[src/rtl/ifu_fetch_if.sv]
// ifu_fetch_if: bundles the fetch unit's redirect, memory and decode-side
// signals. "master" is the fetch unit. "slave" is its environment, which
// covers the branch unit, the instruction memory and decode.
interface ifu_fetch_if #(
    parameter int DATA_WIDTH = 32
);
    // Redirect from branch/jump resolution
    logic                  redirect_valid;
    logic [DATA_WIDTH-1:0] redirect_pc;

    // Instruction memory request/response
    logic                  mem_req_valid;
    logic                  mem_req_ready;
    logic [DATA_WIDTH-1:0] mem_req_addr;
    logic                  mem_rsp_valid;
    logic [DATA_WIDTH-1:0] mem_rsp_data;

    // Decode-side instruction slot
    logic                  inst_valid;
    logic                  inst_ready;
    logic [DATA_WIDTH-1:0] inst_pc;
    logic [DATA_WIDTH-1:0] inst;

    // Debug view of the fetch FSM state
    logic [1:0]            state_dbg;

    modport master (
        input  redirect_valid, redirect_pc,
        input  mem_req_ready, mem_rsp_valid, mem_rsp_data,
        input  inst_ready,
        output mem_req_valid, mem_req_addr,
        output inst_valid, inst_pc, inst,
        output state_dbg
    );

    modport slave (
        output redirect_valid, redirect_pc,
        output mem_req_ready, mem_rsp_valid, mem_rsp_data,
        output inst_ready,
        input  mem_req_valid, mem_req_addr,
        input  inst_valid, inst_pc, inst,
        input  state_dbg
    );
endinterface

[src/rtl/ifu_fetch.sv]
// ifu_fetch: instruction fetch unit. It owns the fetch PC and keeps at most
// one word-aligned read outstanding to a variable-latency instruction memory.
// Each returned word goes into a one-entry slot, tagged with its PC, for
// decode. A redirect flushes the slot. It also discards any read that is
// still in flight.
//
// Handshakes: a transfer happens on a rising clock edge where valid and ready
// are both high. A producer holds its valid high and its payload stable until
// the transfer. The exception is mem_req_*, which a redirect may withdraw.
// mem_rsp_valid carries no ready, and there is exactly one response per
// accepted request.
//
// Optional feature: define IFU_PERF_EN to add the fetch_cnt and wait_cnt
// performance counters and their ports.
module ifu_fetch #(
    parameter int                    DATA_WIDTH = 32,
    parameter logic [DATA_WIDTH-1:0] RESET_PC   = 32'h8000_0000
) (
    input  logic              clk,
    input  logic              rst,
`ifdef IFU_PERF_EN
    output logic [31:0]       fetch_cnt,
    output logic [31:0]       wait_cnt,
`endif
    ifu_fetch_if.master       bus
);

    typedef enum logic [1:0] {
        ST_REQ  = 2'd0,  // may issue a request
        ST_WAIT = 2'd1,  // a request is outstanding and its data is wanted
        ST_DROP = 2'd2   // a request is outstanding and its data is stale
    } state_e;

    localparam logic [DATA_WIDTH-1:0] PC_STEP    = DATA_WIDTH'(4);
    localparam logic [DATA_WIDTH-1:0] ALIGN_MASK = ~DATA_WIDTH'(3);

    state_e                state_q, state_d;
    logic [DATA_WIDTH-1:0] fetch_pc_q, fetch_pc_d;
    logic [DATA_WIDTH-1:0] req_pc_q, req_pc_d;
    logic                  slot_valid_q, slot_valid_d;
    logic [DATA_WIDTH-1:0] slot_pc_q, slot_pc_d;
    logic [DATA_WIDTH-1:0] slot_inst_q, slot_inst_d;

    logic                  slot_free;
    logic                  req_valid;
    logic                  req_fire;
    logic                  consume;
    logic                  rsp_load;

    // The slot can take new data if it is empty, or if decode drains it this
    // cycle. A pending redirect blocks the request, so no read can be
    // accepted for a PC that is about to be abandoned.
    assign slot_free = !slot_valid_q || bus.inst_ready;
    assign req_valid = !rst && (state_q == ST_REQ) && slot_free && !bus.redirect_valid;
    assign req_fire  = req_valid && bus.mem_req_ready;
    assign consume   = slot_valid_q && bus.inst_ready;
    assign rsp_load  = (state_q == ST_WAIT) && bus.mem_rsp_valid && !bus.redirect_valid;

    assign bus.mem_req_valid = req_valid;
    assign bus.mem_req_addr  = fetch_pc_q;
    assign bus.inst_valid    = slot_valid_q;
    assign bus.inst_pc       = slot_pc_q;
    assign bus.inst          = slot_inst_q;
    assign bus.state_dbg     = state_q;

    // Next-state logic for the FSM, the PCs and the output slot. A redirect
    // is applied last so that it overrides the normal flow.
    always_comb begin
        state_d      = state_q;
        fetch_pc_d   = fetch_pc_q;
        req_pc_d     = req_pc_q;
        slot_valid_d = slot_valid_q;
        slot_pc_d    = slot_pc_q;
        slot_inst_d  = slot_inst_q;

        if (consume) begin
            slot_valid_d = 1'b0;
        end

        case (state_q)
            ST_REQ: begin
                if (req_fire) begin
                    req_pc_d   = fetch_pc_q;
                    fetch_pc_d = fetch_pc_q + PC_STEP;
                    state_d    = ST_WAIT;
                end
            end
            ST_WAIT: begin
                if (bus.mem_rsp_valid) begin
                    state_d = ST_REQ;
                end
                // A load that coincides with a consume leaves the slot full
                // and holding the new data.
                if (rsp_load) begin
                    slot_valid_d = 1'b1;
                    slot_pc_d    = req_pc_q;
                    slot_inst_d  = bus.mem_rsp_data;
                end
            end
            ST_DROP: begin
                if (bus.mem_rsp_valid) begin
                    state_d = ST_REQ;
                end
            end
            default: begin
                state_d = ST_REQ;
            end
        endcase

        if (bus.redirect_valid) begin
            fetch_pc_d   = bus.redirect_pc & ALIGN_MASK;
            slot_valid_d = 1'b0;
            if (state_q == ST_REQ) begin
                state_d = ST_REQ;
            end else if (bus.mem_rsp_valid) begin
                // The outstanding response lands this cycle and is discarded.
                state_d = ST_REQ;
            end else begin
                // One response is still owed and must be swallowed.
                state_d = ST_DROP;
            end
        end
    end

    // Register FSM, PCs and output slot; synchronous reset.
    always_ff @(posedge clk) begin
        if (rst) begin
            state_q      <= ST_REQ;
            fetch_pc_q   <= RESET_PC;
            req_pc_q     <= '0;
            slot_valid_q <= 1'b0;
            slot_pc_q    <= '0;
            slot_inst_q  <= '0;
        end else begin
            state_q      <= state_d;
            fetch_pc_q   <= fetch_pc_d;
            req_pc_q     <= req_pc_d;
            slot_valid_q <= slot_valid_d;
            slot_pc_q    <= slot_pc_d;
            slot_inst_q  <= slot_inst_d;
        end
    end

`ifdef IFU_PERF_EN
    logic [31:0] fetch_cnt_q, fetch_cnt_d;
    logic [31:0] wait_cnt_q, wait_cnt_d;

    // fetch_cnt counts delivered instructions. wait_cnt counts cycles spent
    // with a read outstanding. Both wrap naturally.
    always_comb begin
        fetch_cnt_d = fetch_cnt_q + {31'd0, consume};
        wait_cnt_d  = wait_cnt_q + {31'd0, (state_q != ST_REQ)};
    end

    // Register the performance counters; synchronous reset.
    always_ff @(posedge clk) begin
        if (rst) begin
            fetch_cnt_q <= '0;
            wait_cnt_q  <= '0;
        end else begin
            fetch_cnt_q <= fetch_cnt_d;
            wait_cnt_q  <= wait_cnt_d;
        end
    end

    assign fetch_cnt = fetch_cnt_q;
    assign wait_cnt  = wait_cnt_q;
`else
    // Counters are compiled out; fetch behaviour is unchanged.
`endif

endmodule
[src/flat_wrapper.sv]
// flat-port wrapper written by rule: the top's interface ports become plain ports
module ifu_fetch_flat 
#(
    parameter int                    DATA_WIDTH = 32,
    parameter logic [DATA_WIDTH-1:0] RESET_PC   = 32'h8000_0000
)
  (clk, rst, bus_redirect_valid, bus_redirect_pc, bus_mem_req_ready, bus_mem_rsp_valid, bus_mem_rsp_data, bus_inst_ready, bus_mem_req_valid, bus_mem_req_addr, bus_inst_valid, bus_inst_pc, bus_inst, bus_state_dbg);
  ifu_fetch_if #(.DATA_WIDTH(DATA_WIDTH)) bus_i ();
  input  logic clk;
  input  logic rst;
  input wire logic [$bits(bus_i.redirect_valid)-1:0] bus_redirect_valid;
  input wire logic [$bits(bus_i.redirect_pc)-1:0] bus_redirect_pc;
  input wire logic [$bits(bus_i.mem_req_ready)-1:0] bus_mem_req_ready;
  input wire logic [$bits(bus_i.mem_rsp_valid)-1:0] bus_mem_rsp_valid;
  input wire logic [$bits(bus_i.mem_rsp_data)-1:0] bus_mem_rsp_data;
  input wire logic [$bits(bus_i.inst_ready)-1:0] bus_inst_ready;
  output wire logic [$bits(bus_i.mem_req_valid)-1:0] bus_mem_req_valid;
  output wire logic [$bits(bus_i.mem_req_addr)-1:0] bus_mem_req_addr;
  output wire logic [$bits(bus_i.inst_valid)-1:0] bus_inst_valid;
  output wire logic [$bits(bus_i.inst_pc)-1:0] bus_inst_pc;
  output wire logic [$bits(bus_i.inst)-1:0] bus_inst;
  output wire logic [$bits(bus_i.state_dbg)-1:0] bus_state_dbg;
  assign bus_i.redirect_valid = bus_redirect_valid;
  assign bus_i.redirect_pc = bus_redirect_pc;
  assign bus_i.mem_req_ready = bus_mem_req_ready;
  assign bus_i.mem_rsp_valid = bus_mem_rsp_valid;
  assign bus_i.mem_rsp_data = bus_mem_rsp_data;
  assign bus_i.inst_ready = bus_inst_ready;
  assign bus_mem_req_valid = bus_i.mem_req_valid;
  assign bus_mem_req_addr = bus_i.mem_req_addr;
  assign bus_inst_valid = bus_i.inst_valid;
  assign bus_inst_pc = bus_i.inst_pc;
  assign bus_inst = bus_i.inst;
  assign bus_state_dbg = bus_i.state_dbg;
  ifu_fetch #(.DATA_WIDTH(DATA_WIDTH), .RESET_PC(RESET_PC)) u_core (.clk(clk), .rst(rst), .bus(bus_i));
endmodule
[config.mk]
export PLATFORM = sky130hd
export DESIGN_NAME = ifu_fetch_flat
export DESIGN_NICKNAME = d
export VERILOG_FILES = /design/src/rtl/ifu_fetch_if.sv /design/src/rtl/ifu_fetch.sv /design/src/flat_wrapper.sv
export SDC_FILE = /design/constraint.sdc
export NUM_CORES = 1
export LEC_CHECK = 0
export ABC_CLOCK_PERIOD_IN_PS = 2060
export CORE_ASPECT_RATIO = 1.5
export CORE_MARGIN = 2
export CORE_UTILIZATION = 43
export CTS_BUF_LIST = sky130_fd_sc_hd__clkbuf_2
export CTS_CLUSTER_SIZE = 30
export DETAILED_ROUTE_END_ITERATION = 8
export PLACE_DENSITY = 0.83
export SYNTH_ARGS = -nofsm -noshare
export SYNTH_HDL_FRONTEND = slang
export SYNTH_SLANG_ARGS = --single-unit
[constraint.sdc]
create_clock -name clk -period 2.06 [get_ports clk]
set_clock_uncertainty 0.2 [all_clocks]
set_input_delay 0.309 -clock clk [delete_from_list [all_inputs] [get_ports clk]]
set_output_delay 0.309 -clock clk [all_outputs]
set_load 0.02 [all_outputs]
==> impl_metrics.tcl, run 1 <==
set metrics [dict create \
    outcome "finished with violations" \
    violations "negative setup slack" \
    synth_edf_count 0 \
    numPortBuffers 163 \
    postRouteAntennaNets 0 \
    setup_slack_ps -108.4 \
    start_util_pct 44.20 \
    crit_arrival_ps 1660 \
    cts.clk_slew.worst_paths_ps 200 \
    clk_latency_ps 690 \
    grt_max_degree 126 \
    vias 5477 \
    final_max_slew_viol_count 0 \
    dp_slack_ps -372.9 \
    m1WireLength_um 6375 \
    syn-instance-count 641 \
    irDropWorstVdd_v 0.0003406 \
    yosysMostFrequentCell "nand2_1" \
    layout.nets 976 \
    track_usage_pct 25.28 \
    pin_count 170 \
    cts_buffers 17 \
    cts_sinks 125 \
    crit_required_ps 1550 \
    synth_async_sr_flop_share_pct 0 \
    drt_iter0_markers 315 \
    drv_cap 0 \
    hpwlAfterDp_um 10720 \
    power_density_mw_per_mm2 599.9 \
    yosysTopAreaCell "dfxtp_1" \
    clockRootBuffer "clkbuf_2" \
    fin_util_pct 70.03 \
    grt_pass1_wl_um 25450 \
    crit_path_end_kind "primary output" \
    path_max_fanout 4 \
    hold_class "primary input to register" \
    critPathLaunchType "register" \
    dr.pass1.iters 5 \
    area_growth_pct 58.44 \
    routabilityCongestion 0.8856 \
    dieHeight_um 137.7 \
    avgRoutedWirePerCell_um 15.61 \
    fin_tns_setup_ps -273.7 \
    die_w_um 93.13 \
    grt_overflow_total 0 \
    core.rowCount 48 \
    synth_top_cell_area_share_pct 48.84 \
    synth.area.top_cells "dfxtp_1 49%, nand2_1 16%, a21oi_1 7.6%" \
    timing_worst_setup_path_type "register to primary output" \
    dr_wl_met3_um 1029 \
    hold_viol 0 \
    viasPerCell 5.133 \
    dieArea_mm2 0.01282 \
    final_layout_size_suffix_gt1_share_pct 20.41 \
    nFillCells 902 \
    avgSynthCellArea_um2 7.993 \
    grt_pass1_vias 5297 \
    core_mm2 0.01159 \
    post-route-drc-count 0 \
    drt_wl_total_um 16660 \
    clk_path_buf_depth 2 \
    synth_area_mm2 0.005124 \
    finalCriticalPeriod_ps 2168 \
    cts_tree "built" \
    ys_dominant_reg_cell "dfxtp_1" \
    highest_layer "met4" \
    ys_types 47 \
    grt_antenna_before_repair 1 \
    power_leakage_nw 3.464 \
    htreeDepth 4 \
    rsz0062_at_grt "true" \
    ys_seq_elements 125 \
    setup_viol 4 \
    post-route-period-util_pct 105.3 \
    ys_top_cells_by_count "217 x nand2_1, 125 x dfxtp_1, 78 x a21oi_1, 36 x clkbuf_1, 29 x nand3b_1" \
    wl_met2_um 8802 \
    ys_warn_count 0 \
    yosysSeqAreaShare_pct 48.84 \
    max_freq_mhz 461.2 \
]
==> worst max-delay path, stage by stage (launching register included) <==
cell	delay, ps
dfxtp_2	380
inv_2	60
ha_4	160
buf_6	110
and3_4	140
buf_6	120
==> cell usage in the layout (no fill, tap or decap), drive strengths merged, types with 4 or more instances in the layout <==
cell	count
dlygate4sd3	58
nand4	5
and4	4
a21oi	79
o22ai	6
inv	7
dlygate4sd2	60
or3	5
clkinv	9
nand3	16
dfxtp	125
a211oi	8
conb	4
nand2	219
clkdlybuf4s15	4
buf	75
nor4	7
nand3b	29
o311ai	4
and3	8
nor2	15
xnor2	14
clkbuf	41
nor3	8
a31oi	6
clkdlybuf4s50	66
==> final timing paths <==
path | startpoint | end | slack (ps) | cells past startpoint
setup / recovery | u_core.bus.state_dbg[1] | bus_mem_req_valid | -110 | 5
hold / removal | bus_redirect_pc[28] | u_core.bus.mem_req_addr[28] | 90 | 3
setup reg to reg | u_core.bus.state_dbg[1] | u_core.bus.mem_req_addr[13] | -70 | 11
hold reg to reg | u_core.req_pc_q[25] | u_core.bus.inst_pc[25] | 260 | 2
==> what timing repair did <==
action,4_1_cts,5_1_grt
pin swaps,2,13
gates cloned,0,1
hold buffers,56,2
gates resized for setup,139,87
endpoints found under the setup margin,99,53
hold endpoints to repair,93,2
setup buffers,2,7
==> logic make-up after synthesis <==
group	share of synthesized area (%)
compound gates	12.58
fa+ha+maj	0.7327
buf+inv	4.371
other cells	0.07319
mux	0.7325
xor+xnor	2.906
flops	48.84
simple gates	29.77
==> layout make-up <==
type / instances / area (um2) / share of cell area (%)
multi-input cells: 466 / 2554 / 31.46
repair buffers: 286 / 2577 / 31.75
clock inverters: 14 / 151.4 / 1.865
flip-flops and latches: 125 / 2529 / 31.15
diodes: 1 / 2.502 / 0.03083
well taps: 150 / 187.7 / 2.312
inverters: 7 / 26.28 / 0.3237
clock buffers: 18 / 90.09 / 1.110
==> power by group <==
| part | switching (mW) | total, mW | internal [mW] | leakage [nW] |
|---|---|---|---|---|
| clock network | 0.904 | 1.57 | 0.661 | 0.148 |
| registers | 0.0503 | 2.54 | 2.49 | 1.02 |
| logic | 0.366 | 0.763 | 0.397 | 2.29 |
| total | 1.32 | 4.87 | 3.55 | 3.46 |
==> per-stage QoR <==
step | hold WS [ps] | cell area [um2] | cells | total power [mW]
floorplan | 232.0 | 5151 | 644 | 2.877
global placement | 238.8 | 7258 | 966 | 3.230
detailed placement | 245.8 | 7258 | 966 | 3.244
CTS | 19.36 | 8006 | 1056 | 4.859
global route | 29.69 | 8118 | 1067 | 5.071
finish | 90.36 | 8118 | 1067 | 4.870
==> layer usage <==
metal / vias to the layer above / global-route usage [%]
met2: 225 / 46.18
met5: - / 0
li1: 2685 / -
met4: 0 / 8.742
met1: 2533 / 28.31
met3: 34 / 6.455
==> flip-flops by register name, summed over array words and instances, names as in the netlist <==
name,flops
u_core.bus.inst,32
u_core.bus.inst_pc,30
u_core.bus.mem_req_addr,30
u_core.req_pc_q,30
u_core.bus.state_dbg,2
u_core.bus.inst_valid,1
No activity file was read; power rests on OpenSTA's default activity.
==> inputs of run 2 (changes only) <==
--- a/config.mk
+++ b/config.mk
@@ -10,6 +10,7 @@
 export CORE_MARGIN = 2
 export CORE_UTILIZATION = 43
 export CTS_BUF_LIST = sky130_fd_sc_hd__clkbuf_2
+export CTS_CLUSTER_DIAMETER = 150
 export CTS_CLUSTER_SIZE = 30
 export DETAILED_ROUTE_END_ITERATION = 8
 export PLACE_DENSITY = 0.83
==> results of run 2 <==
No change in the layout: final DEF, timing and power equal those of run 1.
==> inputs of run 3 (changes only) <==
--- a/config.mk
+++ b/config.mk
@@ -14,6 +14,7 @@
 export CTS_CLUSTER_SIZE = 30
 export DETAILED_ROUTE_END_ITERATION = 8
 export PLACE_DENSITY = 0.83
+export REMOVE_ABC_BUFFERS = 1
 export SYNTH_ARGS = -nofsm -noshare
 export SYNTH_HDL_FRONTEND = slang
 export SYNTH_SLANG_ARGS = --single-unit
==> impl_metrics.tcl, run 3 (synthesized netlist as in run 1, its figures left out) <==
set metrics [dict create \
    timing_worst_setup_path_type "primary input to primary output" \
    fin_tns_setup_ps 0 \
    holdWs_ps 53.59 \
    hpwlAfterDp_um 11000 \
    layout_common_cells "216 x nand2_1, 116 x dfxtp_1, 78 x a21oi_1, 68 x dlygate4sd2_1, 66 x clkdlybuf4s50_1" \
    place_area_mm2 0.007284 \
    core.rowCount 48 \
    htreeDepth 4 \
    die_w_um 93.13 \
    crit_slowest_cell "dlygate4sd3_1" \
    pin_count 170 \
    crit_arrival_ps 1550 \
    rsz0062_at_grt "true" \
    grt_pass1_wl_um 25460 \
    setup_slack_ps 0.4098 \
    crit_path_end_kind "primary output" \
    drt_wl_total_um 16520 \
    setup_viol 0 \
    start_util_pct 44.20 \
    worstMarginPinSlew_ps 610.3 \
    crit_required_ps 1550 \
    dr.pass1.iters 6 \
    finalCriticalPeriod_ps 2060 \
    path_cells "buf_4 -> dlygate4sd3_1 -> nor2_2 -> and3_4 -> buf_6" \
    largest_register_ffs 32 \
    stdcell_area_mm2 0.007896 \
    clockRootBuffer "clkbuf_2" \
    grt_antenna_before_repair 1 \
    avgRoutedWirePerCell_um 15.70 \
    hold_depth 3 \
    rr_worst_depth 8 \
    cts_buffers 17 \
    final_layout_size_suffix_gt1_share_pct 16.65 \
    area_growth_pct 54.11 \
    timing.rr.start "u_core.bus.state_dbg[1]" \
    hold_viol 0 \
    rr_endpoint "u_core.bus.mem_req_addr[20]" \
    nFillCells 940 \
    power_leakage_nw 3.349 \
    hold_class "primary input to register" \
    final_max_slew_viol_count 0 \
    layout.nets 964 \
    dp_slack_ps -392.3 \
    numPortBuffers 163 \
    drt_iter0_markers 371 \
    dieArea_mm2 0.01282 \
    grt_overflow_total 0 \
    max_freq_mhz 485.5 \
    stdcell_count 1052 \
    max-slew-margin-rel_pct 59.31 \
    dp.cells 971 \
    dieHeight_um 137.7 \
    outcome "complete, no violations" \
    grt_max_degree 64 \
    power_mw 4.427 \
    core_mm2 0.01159 \
    worst_path_largest_cell_delay_ps 610 \
    power_density_mw_per_mm2 560.7 \
    r2r_slack_ps 40 \
    viasPerCell 5.250 \
    cts_tree "built" \
    cts.clk_slew.worst_paths_ps 170 \
    clk_latency_ps 670 \
    vias 5523 \
    path_max_fanout 3 \
    irDropWorstVdd_v 0.0003728 \
    routabilityCongestion 0.8588 \
    fin_util_pct 68.12 \
    post-route-period-util_pct 99.98 \
    mostFrequentLayoutCell "nand2_1" \
    grt_pass1_vias 5448 \
    track_usage_pct 25.10 \
    postRouteAntennaNets 0 \
    clk_path_buf_depth 2 \
    min_from "bus_redirect_pc[11]" \
    cts_sinks 125 \
    drv_cap 0 \
    critPathLaunchType "primary input" \
    min_to "u_core.bus.mem_req_addr[11]" \
    post-route-drc-count 0 \
]
## run 3: cell types whose count changed in the layout (fill, tap and decap cells not counted), moves of 3 or more
cell | before | now
clkbuf_2 | 40 | 32
dfxtp_2 | 18 | 9
dlygate4sd3_1 | 58 | 47
clkdlybuf4s15_2 | 0 | 6
dlygate4sd2_1 | 60 | 68
bufinv_16 | 3 | 0
dfxtp_1 | 106 | 116
nand2_1 | 213 | 216
buf_2 | 8 | 0
clkdlybuf4s15_1 | 4 | 8
buf_6 | 6 | 3
## run 3: final cells by class
cell class | instances | area (um2) | area share [%]
tap | 150 | 187.7 | 2.377
multi-input combinational | 467 | 2516 | 31.86
sequential | 125 | 2514 | 31.83
timing repair buffer | 273 | 2501 | 31.67
inverter | 7 | 26.28 | 0.3328
clock buffer | 19 | 95.09 | 1.204
antenna | 1 | 2.502 | 0.03169
clock inverter | 10 | 53.80 | 0.6814
## run 3: how the worst max path moves through the flow
stage,start,end,slack [ps],cells after the start
2_1_floorplan,u_core.bus.state_dbg[0],u_core.bus.inst[0],-1100,5
3_3_place_gp,bus_redirect_valid,u_core.bus.mem_req_addr[13],-330,7
3_5_place_dp,bus_redirect_valid,u_core.bus.mem_req_addr[13],-390,7
4_1_cts,u_core.bus.state_dbg[1],bus_mem_req_valid,-160,4
5_1_grt,u_core.bus.state_dbg[1],u_core.bus.mem_req_addr[20],-110,8
6_report,rst,bus_mem_req_valid,0.4,5
## run 3: critical path, delay by kind of cell
family / cells / cell delay [ps]
simple gates: 2 / 390
buf+inv: 3 / 850
## run 3: power by group
group / leakage, nW / switching (mW) / internal, mW
clock: 0.0997 / 0.866 / 0.280
combinational: 2.23 / 0.359 / 0.383
sequential: 1.02 / 0.0499 / 2.49
total: 3.35 / 1.28 / 3.15
## run 3: layer usage
layer	global-route usage (%)	up-vias	share of wire, %
li1	-	2654	-
met3	5.689	45	5.9
met4	12.50	0	3.0
met5	0	-	0
met2	44.69	237	52
met1	27.94	2587	39
## run 3: repair_timing
item	in CTS	in global routing
endpoints found under the setup margin	107	59
gates resized for setup	129	48
pin swaps	1	3
buffers inserted	1	2
hold buffers	47	0
cloned	0	1
hold endpoints to repair	53	0
